<file path="src/rtl/axilite_noc_req_sched_pkg.sv">
// Shared definitions for the AXI-Lite to NoC request scheduler.
// The scheduler states, the message lengths and types, the fixed source and
// destination coordinates, and the flit builders all live here.
package axilite_noc_req_sched_pkg;

  localparam int unsigned C_M_AXI_LITE_ADDR_WIDTH = 32;
  localparam int unsigned C_M_AXI_LITE_DATA_WIDTH = 32;
  localparam int unsigned NOC_DATA_WIDTH          = 64;
  localparam int unsigned MSG_MSHRID_WIDTH        = 8;
  localparam int unsigned MSG_ADDR_WIDTH          = 48;
  localparam int unsigned MSG_OPTIONS_2_WIDTH     = 16;

  typedef enum logic [2:0] {
    IDLE = 3'd0,
    HDR0 = 3'd1,
    HDR1 = 3'd2,
    HDR2 = 3'd3,
    DATA = 3'd4
  } sched_state_t;

  localparam logic [7:0] MSG_TYPE_LOAD_MEM  = 8'd19;
  localparam logic [7:0] MSG_TYPE_STORE_MEM = 8'd20;
  localparam logic [7:0] MSG_LEN_STORE      = 8'd3;
  localparam logic [7:0] MSG_LEN_LOAD       = 8'd2;

  localparam logic [3:0] NOC_FBITS_MEM = 4'b0010;
  localparam logic [3:0] NOC_FBITS_L1  = 4'b0000;

  localparam logic [13:0] DST_CHIPID = 14'd0;
  localparam logic [7:0]  DST_X      = 8'd1;
  localparam logic [7:0]  DST_Y      = 8'd2;
  localparam logic [13:0] SRC_CHIPID = 14'd0;
  localparam logic [7:0]  SRC_X      = 8'd3;
  localparam logic [7:0]  SRC_Y      = 8'd4;

  // HDR0: dst chipid/x/y/fbits, msg_length, msg_type, mshrid, options_1 = 0
  function automatic logic [NOC_DATA_WIDTH-1:0] mk_hdr0(
    input logic [7:0]                  len,
    input logic [7:0]                  mtype,
    input logic [MSG_MSHRID_WIDTH-1:0] mshrid
  );
    return {DST_CHIPID, DST_X, DST_Y, NOC_FBITS_MEM, len, mtype, mshrid, 6'd0};
  endfunction

  // HDR1: address in the upper field, options_2 in the low 16 bits
  function automatic logic [NOC_DATA_WIDTH-1:0] mk_hdr1(
    input logic [C_M_AXI_LITE_ADDR_WIDTH-1:0]   addr,
    input logic [C_M_AXI_LITE_DATA_WIDTH/8-1:0] opt2
  );
    return {MSG_ADDR_WIDTH'(addr), MSG_OPTIONS_2_WIDTH'(opt2)};
  endfunction

  // HDR2: src chipid/x/y/fbits, remainder zero
  function automatic logic [NOC_DATA_WIDTH-1:0] mk_hdr2();
    return {SRC_CHIPID, SRC_X, SRC_Y, NOC_FBITS_L1, 30'd0};
  endfunction

endpackage

</file>
<file path="src/rtl/axilite_noc_req_sched_arb.sv">
// Two-way write/read arbiter for the request scheduler.
// Macro AXILITE_NOC_SCHED_RR_EN: defined -> round-robin with a last-grant
// register (reset value: read); undefined -> fixed priority, write over read.
module axilite_noc_req_arb (
`ifdef AXILITE_NOC_SCHED_RR_EN
  input  logic clk,
  input  logic rst,
  input  logic take,
`endif
  input  logic req_wr,
  input  logic req_rd,
  output logic gnt_wr,
  output logic gnt_rd
);

`ifdef AXILITE_NOC_SCHED_RR_EN
  logic last_rd_q;

  // Remember which type was granted most recently
  always_ff @(posedge clk) begin
    if (rst)       last_rd_q <= 1'b1;
    else if (take) last_rd_q <= gnt_rd;
  end

  // On contention grant the type opposite to the last grant
  always_comb begin
    gnt_wr = req_wr & (~req_rd | last_rd_q);
    gnt_rd = req_rd & (~req_wr | ~last_rd_q);
  end
`else
  // Write always wins over read
  always_comb begin
    gnt_wr = req_wr;
    gnt_rd = req_rd & ~req_wr;
  end
`endif

endmodule

</file>
<file path="src/rtl/axilite_noc_req_sched.sv">
// AXI-Lite request capture and NoC packet scheduler.
// Holds AW/W/AR independently, arbitrates one pending request at a time and
// emits it as a 3-flit load or 4-flit store, tracking outstanding responses.
// Macro AXILITE_NOC_SCHED_RR_EN selects round-robin arbitration.
module axilite_noc_req_sched
  import axilite_noc_req_sched_pkg::*;
#(
  parameter int unsigned MAX_OUTSTANDING = 4
) (
  input  logic                                 clk,
  input  logic                                 rst,
  input  logic [C_M_AXI_LITE_ADDR_WIDTH-1:0]   m_axi_awaddr,
  input  logic                                 m_axi_awvalid,
  output logic                                 m_axi_awready,
  input  logic [C_M_AXI_LITE_DATA_WIDTH-1:0]   m_axi_wdata,
  input  logic [C_M_AXI_LITE_DATA_WIDTH/8-1:0] m_axi_wstrb,
  input  logic                                 m_axi_wvalid,
  output logic                                 m_axi_wready,
  input  logic [C_M_AXI_LITE_ADDR_WIDTH-1:0]   m_axi_araddr,
  input  logic                                 m_axi_arvalid,
  output logic                                 m_axi_arready,
  output logic                                 sched_splitter_val,
  output logic [NOC_DATA_WIDTH-1:0]            sched_splitter_data,
  input  logic                                 splitter_sched_rdy,
  input  logic                                 resp_done,
  output logic [3:0]                           outstanding,
  output logic                                 sched_busy
);

  sched_state_t                          state_q, state_d;
  logic                                  aw_full, w_full, ar_full;
  logic [C_M_AXI_LITE_ADDR_WIDTH-1:0]    aw_addr_q, ar_addr_q;
  logic [C_M_AXI_LITE_DATA_WIDTH-1:0]    w_data_q;
  logic [C_M_AXI_LITE_DATA_WIDTH/8-1:0]  w_strb_q;
  logic                                  is_wr_q;
  logic [3:0]                            outstanding_q;
  logic [MSG_MSHRID_WIDTH-1:0]           mshrid_q;
  logic                                  gnt_wr, gnt_rd, take, fire, last_flit, dec;

  assign m_axi_awready = ~aw_full;
  assign m_axi_wready  = ~w_full;
  assign m_axi_arready = ~ar_full;
  assign outstanding   = outstanding_q;
  assign sched_busy    = (state_q != IDLE);

  axilite_noc_req_arb u_arb (
`ifdef AXILITE_NOC_SCHED_RR_EN
    .clk    (clk),
    .rst    (rst),
    .take   (take),
`endif
    .req_wr (aw_full & w_full),
    .req_rd (ar_full),
    .gnt_wr (gnt_wr),
    .gnt_rd (gnt_rd)
  );

  assign take      = (state_q == IDLE) && (outstanding_q < 4'(MAX_OUTSTANDING)) && (gnt_wr || gnt_rd);
  assign fire      = sched_splitter_val & splitter_sched_rdy;
  assign last_flit = fire & ((state_q == DATA) | ((state_q == HDR2) & ~is_wr_q));
  assign dec       = resp_done & (outstanding_q != 4'd0);

  // AW/W holding registers: fill on handshake, drain when the store completes
  always_ff @(posedge clk) begin
    if (rst) begin
      aw_full   <= 1'b0;
      w_full    <= 1'b0;
      aw_addr_q <= '0;
      w_data_q  <= '0;
      w_strb_q  <= '0;
    end else if (last_flit && is_wr_q) begin
      aw_full <= 1'b0;
      w_full  <= 1'b0;
    end else begin
      if (m_axi_awvalid && !aw_full) begin
        aw_full   <= 1'b1;
        aw_addr_q <= m_axi_awaddr;
      end
      if (m_axi_wvalid && !w_full) begin
        w_full   <= 1'b1;
        w_data_q <= m_axi_wdata;
        w_strb_q <= m_axi_wstrb;
      end
    end
  end

  // AR holding register: fill on handshake, drain when the load completes
  always_ff @(posedge clk) begin
    if (rst) begin
      ar_full   <= 1'b0;
      ar_addr_q <= '0;
    end else if (last_flit && !is_wr_q) begin
      ar_full <= 1'b0;
    end else if (m_axi_arvalid && !ar_full) begin
      ar_full   <= 1'b1;
      ar_addr_q <= m_axi_araddr;
    end
  end

  // State, granted type, outstanding count and mshrid bookkeeping
  always_ff @(posedge clk) begin
    if (rst) begin
      state_q       <= IDLE;
      is_wr_q       <= 1'b0;
      outstanding_q <= '0;
      mshrid_q      <= '0;
    end else begin
      state_q <= state_d;
      if (take) is_wr_q <= gnt_wr;
      if (last_flit && !dec)      outstanding_q <= outstanding_q + 4'd1;
      else if (!last_flit && dec) outstanding_q <= outstanding_q - 4'd1;
      if (last_flit) mshrid_q <= mshrid_q + 1'b1;
    end
  end

  // Next state and flit contents; data is zero whenever val is low
  always_comb begin
    state_d             = state_q;
    sched_splitter_val  = 1'b0;
    sched_splitter_data = '0;
    case (state_q)
      IDLE: if (take) state_d = HDR0;
      HDR0: begin
        sched_splitter_val  = 1'b1;
        sched_splitter_data = is_wr_q ? mk_hdr0(MSG_LEN_STORE, MSG_TYPE_STORE_MEM, mshrid_q)
                                      : mk_hdr0(MSG_LEN_LOAD,  MSG_TYPE_LOAD_MEM,  mshrid_q);
        if (splitter_sched_rdy) state_d = HDR1;
      end
      HDR1: begin
        sched_splitter_val  = 1'b1;
        sched_splitter_data = is_wr_q ? mk_hdr1(aw_addr_q, w_strb_q) : mk_hdr1(ar_addr_q, '0);
        if (splitter_sched_rdy) state_d = HDR2;
      end
      HDR2: begin
        sched_splitter_val  = 1'b1;
        sched_splitter_data = mk_hdr2();
        if (splitter_sched_rdy) state_d = is_wr_q ? DATA : IDLE;
      end
      DATA: begin
        sched_splitter_val  = 1'b1;
        sched_splitter_data = NOC_DATA_WIDTH'(w_data_q);
        if (splitter_sched_rdy) state_d = IDLE;
      end
      default: state_d = IDLE;
    endcase
  end

endmodule

</file>
<file path="config.mk">
export PLATFORM = sky130hd
export DESIGN_NAME = axilite_noc_req_sched
export DESIGN_NICKNAME = d
export VERILOG_FILES = /design/src/rtl/axilite_noc_req_sched_pkg.sv /design/src/rtl/axilite_noc_req_sched_arb.sv /design/src/rtl/axilite_noc_req_sched.sv
export SDC_FILE = /design/constraint.sdc
export NUM_CORES = 1
export LEC_CHECK = 0
export BUFFER_PORTS_ARGS = -buffer_cell sky130_fd_sc_hd__buf_2
export CORE_MARGIN = 5
export CORE_UTILIZATION = 55
export CTS_BUF_LIST = sky130_fd_sc_hd__clkbuf_2
export DETAILED_ROUTE_END_ITERATION = 10
export PLACE_DENSITY_LB_ADDON = 0.1
export SLEW_MARGIN = 20
export SYNTH_ARGS = -nofsm -noshare
export SYNTH_HDL_FRONTEND = slang
export SYNTH_SLANG_ARGS = --single-unit
</file>
<file path="constraint.sdc">
create_clock -name clk -period 6 [get_ports clk]
set_clock_uncertainty 0.2 [all_clocks]
set_input_delay 0.6 -clock clk [delete_from_list [all_inputs] [get_ports clk]]
set_output_delay 0.6 -clock clk [all_outputs]
set_load 0.1 [all_outputs]
</file>
# == Yosys cells after proc, flatten, opt, wreduce, memory -nomap -nowiden ==
# Cells that the tools add are included.
# classes
n_addsub,3
order_cmp,1
eq_ne,9
mux,13
bitwise_logic,14
reduce_logical,27
# ops
cell,count
$pmux W48 S4,1
$mux W48,1
$mux W23,1
$mux W3,6
$pmux W3 S5,1
$ne A2 B2 Y1 const B,5
$logic_and A1 B1 Y1,9
$add A8 B1 Y8 const B,1
$mux W4,2
$not A1 Y1,7
$and A1 B1 Y1,6
$eq A3 B2 Y1 const B,2
$logic_not A1 Y1,6
$reduce_and A2 Y1,3
$reduce_and A5 Y1,1
$add A4 B1 Y4 const B,1
$lt A4 B3 Y1 const B,1
$reduce_bool A4 Y1,1
$reduce_or A2 Y1,2
$reduce_or A4 Y1,1
$sub A4 B1 Y4 const B,1
$eq A3 B1 Y1 const B,1
$eq A3 B3 Y1 const B,1
$logic_not A3 Y1,1
5 further kinds,5
# totals
ff_bits,119
in_bits,107
output_inout_bits,73
elab_cells,78

# == Depth between registers and ports, before layout ==
# Gate-level depths: netlist of the first run.
# depth
depth_word,9
depth_mapped,11
mapped_depth_nobuf,10

# == Modules after synthesis ==
# From an unflattened synthesis of the first run, not the netlist that was laid out.
# hier_totals
cells_unflattened,703
hier_area_um2,5846.9
# by_module_without_submodules
mod,instances,cells_per_inst,area_each_um2,seq_area_each_um2
axilite_noc_req_sched,1,701,5825.6,2382.3
axilite_noc_req_arb,1,2,21.3,0.0

# == Worst setup path after synthesis of the first run ==
# OpenSTA, ideal clock, no wires.
# synth_timing
kind,register -> output
from,register state_q[0]
to,output port sched_splitter_data[16]
t_arrival_ps,3278
required_ps,5200
slack_ps,1922
path_stages_with_launch,6
path_buffers,1
path_cell_list,dfxtp_1 -> clkbuf_1 -> nor2b_1 -> a21o_1 -> a22oi_1 -> o21ai_0
# synth_via
elab_chain_cells,2
word_cells_on_any_way,5
cone_classes,eq/ne (4); mux (1)
# synth_lines
element,line,source
from (decl),axilite_noc_req_sched.sv:30,"sched_state_t state_q, state_d;"
from (signal assigned),axilite_noc_req_sched.sv:108,state_q <= state_d;
"$eq A3 B3 Y1, or another cell as far along",axilite_noc_req_sched.sv:121,case (state_q)
$pmux W48 S4 (*),axilite_noc_req_sched.sv:121,
to (decl),axilite_noc_req_sched.sv:23,"output logic [NOC_DATA_WIDTH-1:0] sched_splitter_data,"
# Every way passes the cells marked *; elsewhere a longest branch is shown, timed or not.

# == Final worst setup path of the first run ==
# layout_timing
from,register state_q[1]
to,output port sched_splitter_data[20]
# Same word-level chain as after synthesis.

==> results of run 1 <==
flip-flops by register name, indices dropped and copies added (netlist names), 3 cells and up:
name,count
w_data_q,32
w_strb_q,4
ar_addr_q,32
aw_addr_q,32
state_q,3
mshrid_q,8
outstanding,4
layer usage:
metal | vias to the layer above | share of wire | global-route usage
met5 | - | 0 | 0
met4 | 0 | 0.044 | 0.138
met3 | 70 | 0.065 | 0.0685
met2 | 225 | 0.49 | 0.452
met1 | 2643 | 0.40 | 0.304
li1 | 2798 | - | -
final timing paths:
check | from | endpoint | slack, ps
max | state_q[1]$_SDFFE_PP0P_ | sched_splitter_data[20] | 1620
min | m_axi_awvalid | aw_full$_SDFFE_PP0P_ | 80
max reg2reg | state_q[1]$_SDFFE_PP0P_ | outstanding[3]$_SDFFE_PP0P_ | 2500
min reg2reg | w_data_q[5]$_SDFFE_PP0P_ | w_data_q[5]$_SDFFE_PP0P_ | 260
per-stage QoR:
step / area [sq um] / power, mW / hold slack (ps)
floorplan: 5850 / 1.49 / 232
global placement: 6530 / 1.60 / 240
detailed placement: 6530 / 1.62 / 246
CTS: 7690 / 2.04 / 20.2
global route: 7690 / 2.14 / 33.1
finish: 7690 / 2.03 / 84.1
final cells by class:
type | count | area, sq um
Timing Repair Buffer | 272 | 1890
Sequential cell | 119 | 2380
Tap cell | 136 | 170
Clock inverter | 8 | 36.3
Multi-Input combinational cell | 529 | 3080
Fill cell | 803 | 2590
Clock buffer | 21 | 105
Inverter | 7 | 26.3
worst max-delay path: stages (launching register included):
cell      delay [ps]
dfxtp_1          910
nor2b_1          450
nand2b_1         700
o21ai_1          380
buf_2            480
report_power, final:
part | internal (mW) | leakage [nW] | total [mW] | switching (mW)
Sequential | 0.847 | 0.976 | 0.906 | 0.0586
Clock | 0.0998 | 0.111 | 0.374 | 0.274
Combinational | 0.213 | 2.20 | 0.751 | 0.539
Total | 1.16 | 3.29 | 2.03 | 0.871
cells in the final DEF (no fill, tap or decap), types with 8 or more instances in the layout:
cell / instances
o21ai_0: 11
a21oi_1: 80
a22oi_1: 10
mux2i_1: 58
dfxtp_1: 118
dlygate4sd3_1: 101
o21ai_1: 8
conb_1: 16
nand2_1: 157
buf_2: 162
clkbuf_2: 21
nand2b_1: 68
nor2_1: 48
buf_4: 9
nor2b_1: 8
cell families after synthesis:
logic type	Yosys count	share of synthesized area
compound gates	133	0.137
fa+ha+maj	5	0.0121
other cells	1	0.000648
buf+inv	77	0.0722
mux	64	0.112
flops	119	0.411
simple gates	301	0.239
xor+xnor	10	0.0151
repair_timing:
item                                    CTS  global route
endpoints found under the hold margin   101             0
endpoints found under the setup margin    0             0
hold buffers                            101             0
==> metrics.md, run 1 <==
| Metric | Value |
|---|---|
| First-pass iteration count of the detailed router | 5 |
| Clock Sink Count | 119 |
| EDFF count, synth | 0 |
| Setup-failing EPs final | 0 |
| Pwr Density | 264 nW/um^2 |
| Clk Latency, worst-skew pair | 650 ps |
| Tot GR Track Use | 0.265 |
| Data required time of the worst path | 5200 ps |
| Vias | 5736 |
| GRT overflow | 0 |
| Fmax achieved | 0.228 GHz |
| Post-DRT Antenna Nets | 0 |
| Synth Instances | 710 |
| DRC viols | 0 |
| Status | complete, no violations |
| Mapped Avg Cell Area | 8.16 sq um |
| N_diodes | 0 |
| Drt wl/cell | 15.5 um |
| Largest net degree at the start of global routing | 111 |
| Boundary pin count | 180 |
| Cts bufs inserted | 17 |
| Worst-margin pin slew | 1130 ps |
| Routed wire length | 16900 um |
| Worst Path Arrival | 3580 ps |
| Vias/cell | 5.25 |
| Leakage | 3.29 nW |
| Vias in the first global route | 5850 |
| Area Overhead vs Synth | 32.7% |
| Maximum vdd drop | 231 uV |
| Synth area leader | dfxtp_1 |
| Initial antenna violation count | 0 |
| CTS tree | built |
| Setup Slack @ Placement | 2400 ps |
| Cells on worst reg2reg path | 10 |
| Row cnt | 37 |
| Critical path launch point type | flop |
| PnR worst setup slack | 1620 ps |
| Worst hold stages | 3 |
| Synth warn | 0 |
| CP Capture Type | output pin |
| Setup TNS | 0 ps |
| Post-synth top cells | 157 x nand2_1, 119 x dfxtp_1, 80 x a21oi_1, 68 x nand2b_1, 58 x mux2i_1 |
| Post-CTS resize count | 0 |
| Post-Route Utilization | 0.748 |
| Initial DRC Count | 351 |
| H-tree levels | 4 |
| Die Footprint | 12700 sq um |
| Worst-path fanout max | 25 |
| Most frequent cell after synthesis | nand2_1 |
| Netlist cell types | 46 |
| Cell Area, Synth | 5790 sq um |
| Placed cell count | 962 |
| Fin crit share | 0.730 |
| HPWL Detailed | 10100 um |
| Max Transition Viols Final | 0 |
| Minimum clock period | 4380 ps |
| Top cell type's share of synthesized area | 0.411 |
| RSZ-0062 raised after global routing | false |
| # Post-CTS Setup Buffers | 0 |
| Die Height | 113 um |
| # port buffers | 163 |
| Register area share after synthesis | 0.411 |
| Nets | 1058 |
| Ys async rst share | 0 |
| Rel. slew slack | 0.244 |
| Top FF cell, synth | dfxtp_1 |
| Die Width | 113 um |
| Final hold violations | 0 |
| Max-cap violations | 0 |
| First-pass GRT wire length | 27400 um |
| Dominant cells by area after synthesis | dfxtp_1 41%, nand2_1 10%, mux2i_1 10% |
| Synthesized flop and latch total | 119 |
| Initial Utilization | 0.563 |
| Ratio of cells with drive above 1 in the final layout | 0.220 |
| WS Path Type | reg -> out |
| Clk slew on worst S/H paths | 140 ps |
| Core area | 10300 sq um |
| Clk root buf | clkbuf_2 |
| Gp weighted congestion | 0.811 |
| HP Class | in -> reg |
| Max Root-Sink Buffers | 2 |
| Non-filler cells, final | 1092 |
Note: power is estimated with default switching activity, not from simulation.
==> run 2: changes to the inputs <==
- CORE_UTILIZATION: 55 -> 48
- clock period: 6 -> 3.5 ns (I/O delays scaled with it)
==> run 2 against run 1 <==
Worst hold slack worse by 34 ps. Clock-buffer cell count decreased by 2. Clock power rose to 3.0 times the previous value. Worst setup slack got worse by 1400 ps. Non-clock buffer count rose by 14. Flip-flop and latch count is the same. Register-to-register slack got worse by 2100 ps. Largest power group unchanged.
==> metrics.md, run 2 (same netlist as run 1, synthesis figures left out) <==
| Metric | Value |
|---|---|
| Slowest stage delay, CP | 480 ps (was 910 ps) |
| Max-cap violations | 0 (unchanged) |
| Die Height | 120 um (was 113 um) |
| N_diodes | 0 (unchanged) |
| CP Capture Type | output pin (unchanged) |
| HPWL Detailed | 11000 um (was 10100 um) |
| Post-DRT Antenna Nets | 0 (unchanged) |
| Clk root buf | clkbuf_2 (unchanged) |
| RSZ-0062 raised after global routing | false (unchanged) |
| Fin crit share | 0.924 |
| Most frequent CP cell | buf_4 |
| Nets | 1072 (was 1058) |
| GRT overflow | 0 (unchanged) |
| # Post-CTS Setup Buffers | 0 (unchanged) |
| Row cnt | 40 (was 37) |
| Drt wl/cell | 15.7 um (was 15.5 um) |
| DRC viols | 0 (unchanged) |
| Vias in the first global route | 5958 (was 5850) |
| Data required time of the worst path | 2950 ps (was 5200 ps) |
| Largest net degree at the start of global routing | 101 (was 111) |
| Clock Sink Count | 119 (unchanged) |
| Gp weighted congestion | 0.879 (was 0.811) |
| Routed wire length | 17600 um (was 16900 um) |
| # port buffers | 163 (unchanged) |
| Final hold violations | 0 (unchanged) |
| Number of buffers and inverters on the critical path | 4 (was 1) |
| Post-Route Utilization | 0.699 (was 0.748) |
| Area Overhead vs Synth | 43.9% (was 32.7%) |
| Max Transition Viols Final | 0 (unchanged) |
| Worst-path fanout max | 21 (was 25) |
| Commonest non-fill, non-tap cells in the layout | 157 x nand2_1, 139 x buf_2, 118 x dfxtp_1 (was 162 x buf_2, 157 x nand2_1, 118 x dfxtp_1) |
| Minimum clock period | 3230 ps |
| PnR worst setup slack | 268 ps (was 1620 ps) |
| First-pass GRT wire length | 28700 um (was 27400 um) |
| Hold worst-path end | outstanding[2]$_SDFFE_PP0P_ (was aw_full$_SDFFE_PP0P_) |
| Initial Utilization | 0.486 (was 0.563) |
| Placed cell area | 6950 sq um (was 6530 sq um) |
| Die Width | 120 um (was 113 um) |
| Vias/cell | 5.11 (was 5.25) |
| Clk slew on worst S/H paths | 170 ps (was 140 ps) |
| Status | complete, no violations (unchanged) |
| Max Root-Sink Buffers | 2 (unchanged) |
| Worst flop-to-flop path endpoint | outstanding[3]$_SDFFE_PP0P_ (unchanged) |
| Critical path launch point type | flop (unchanged) |
| Pwr Density | 481 nW/um^2 (was 264 nW/um^2) |
| Setup-failing EPs final | 0 (unchanged) |
| Worst Path Arrival | 2680 ps (was 3580 ps) |
| HP Class | in -> reg (unchanged) |
| Vias | 5715 (was 5736) |
| Worst-path cell chain | buf_6 -> nor2b_1 -> buf_4 -> nand2b_2 -> buf_4 -> o21ai_1 -> buf_12 (was nor2b_1 -> nand2b_1 -> o21ai_1 -> buf_2) |
| Slowest CP cell | dfxtp_1 (unchanged) |
| CTS tree | built (unchanged) |
| Initial DRC Count | 370 (was 351) |
| Fmax achieved | 0.309 GHz |
| Maximum vdd drop | 248 uV (was 231 uV) |
| Hold path startpoint | resp_done (was m_axi_awvalid) |
| Final Instance Area | 8330 sq um (was 7690 sq um) |
| Tot Pwr | 4.01 mW (was 2.03 mW) |
| WS Path Type | reg -> out (unchanged) |
| Min Hold Slack | 50.6 ps (was 84.1 ps) |
| Die Footprint | 14400 sq um (was 12700 sq um) |
| H-tree levels | 4 (unchanged) |
| Rel. slew slack | 0.418 (was 0.244) |
| Worst r2r src | state_q[1]$_SDFFE_PP0P_ (unchanged) |
| Internal reg-to-reg setup slack | 430 ps (was 2500 ps) |
| Clk Latency, worst-skew pair | 700 ps (was 650 ps) |
| Cells on worst reg2reg path | 10 (unchanged) |
| Setup Slack @ Placement | 546 ps (was 2400 ps) |
| Cts bufs inserted | 17 (unchanged) |
| Worst hold stages | 5 (was 3) |
| Initial antenna violation count | 0 (unchanged) |
| Tot GR Track Use | 0.250 (was 0.265) |
| Biggest regs | ar_addr_q x32, aw_addr_q x32, w_data_q x32 (unchanged) |
| Boundary pin count | 180 (unchanged) |
| Ratio of cells with drive above 1 in the final layout | 0.227 (was 0.220) |
| Core area | 11900 sq um (was 10300 sq um) |
| Worst-margin pin slew | 873 ps (was 1130 ps) |
| Commonest non-fill, non-tap cell in the layout | nand2_1 (was buf_2) |
| CP top delay family | buffers and inverters (was simple AND/OR/NAND/NOR gates) |
| Leakage | 3.49 nW (was 3.29 nW) |
| First-pass iteration count of the detailed router | 5 (unchanged) |
-- run 2: how the worst max path moves through the flow --
stage / endpoint / start / cells after the start
global placement: outstanding[3]$_SDFFE_PP0P_ / state_q[1]$_SDFFE_PP0P_ / 10
global route: sched_splitter_data[30] / state_q[1]$_SDFFE_PP0P_ / 7
floorplan: sched_splitter_data[17] / state_q[1]$_SDFFE_PP0P_ / 3
detailed placement: outstanding[3]$_SDFFE_PP0P_ / state_q[1]$_SDFFE_PP0P_ / 10
finish: sched_splitter_data[24] / state_q[1]$_SDFFE_PP0P_ / 7
CTS: sched_splitter_data[28] / state_q[1]$_SDFFE_PP0P_ / 7
-- run 2: repair_timing --
item                                   in CTS  in global routing
resized for setup                           1                  4
hold buffers                              107                  0
setup endpoints to repair                   9                  9
endpoints found under the hold margin     111                  0
-- run 2: area by class of cell --
type / count / area (sq um)
fill: 951 / 3580
tap: 147 / 184
sequential: 119 / 2380
timing repair buffer: 286 / 2360
multi-input combinational: 529 / 3080
inverter: 7 / 26.3
clock inverter: 12 / 206
clock buffer: 19 / 95.1
-- run 2: metrics by stage --
step	std cells	setup TNS, ps
2_1_floorplan	725	-213
3_3_place_gp	981	0
3_5_place_dp	981	0
4_1_cts	1119	0
5_1_grt	1119	0
6_report	1119	0
-- run 2: metal layers --
layer	global-route usage	part of all wire
met2	0.439	0.52
met1	0.289	0.39
met3	0.0749	0.064
met4	0.0888	0.021
met5	0	0
-- run 2: report_power, final --
group,internal [mW],leakage [nW],switching [mW]
sequential,1.45,0.976,0.0751
clock,0.605,0.180,0.510
combinational,0.406,2.33,0.960
total,2.46,3.49,1.55
-- run 2: worst reg2reg max path: stages, from the launching register on --
cell,delay (ps)
dfxtp_1,480
nor4bb_1,430
o21ai_0,290
inv_1,120
ha_1,180
inv_1,100
ha_1,340
a21oi_1,210
a211oi_1,110
a31oi_1,180
mux2_2,350
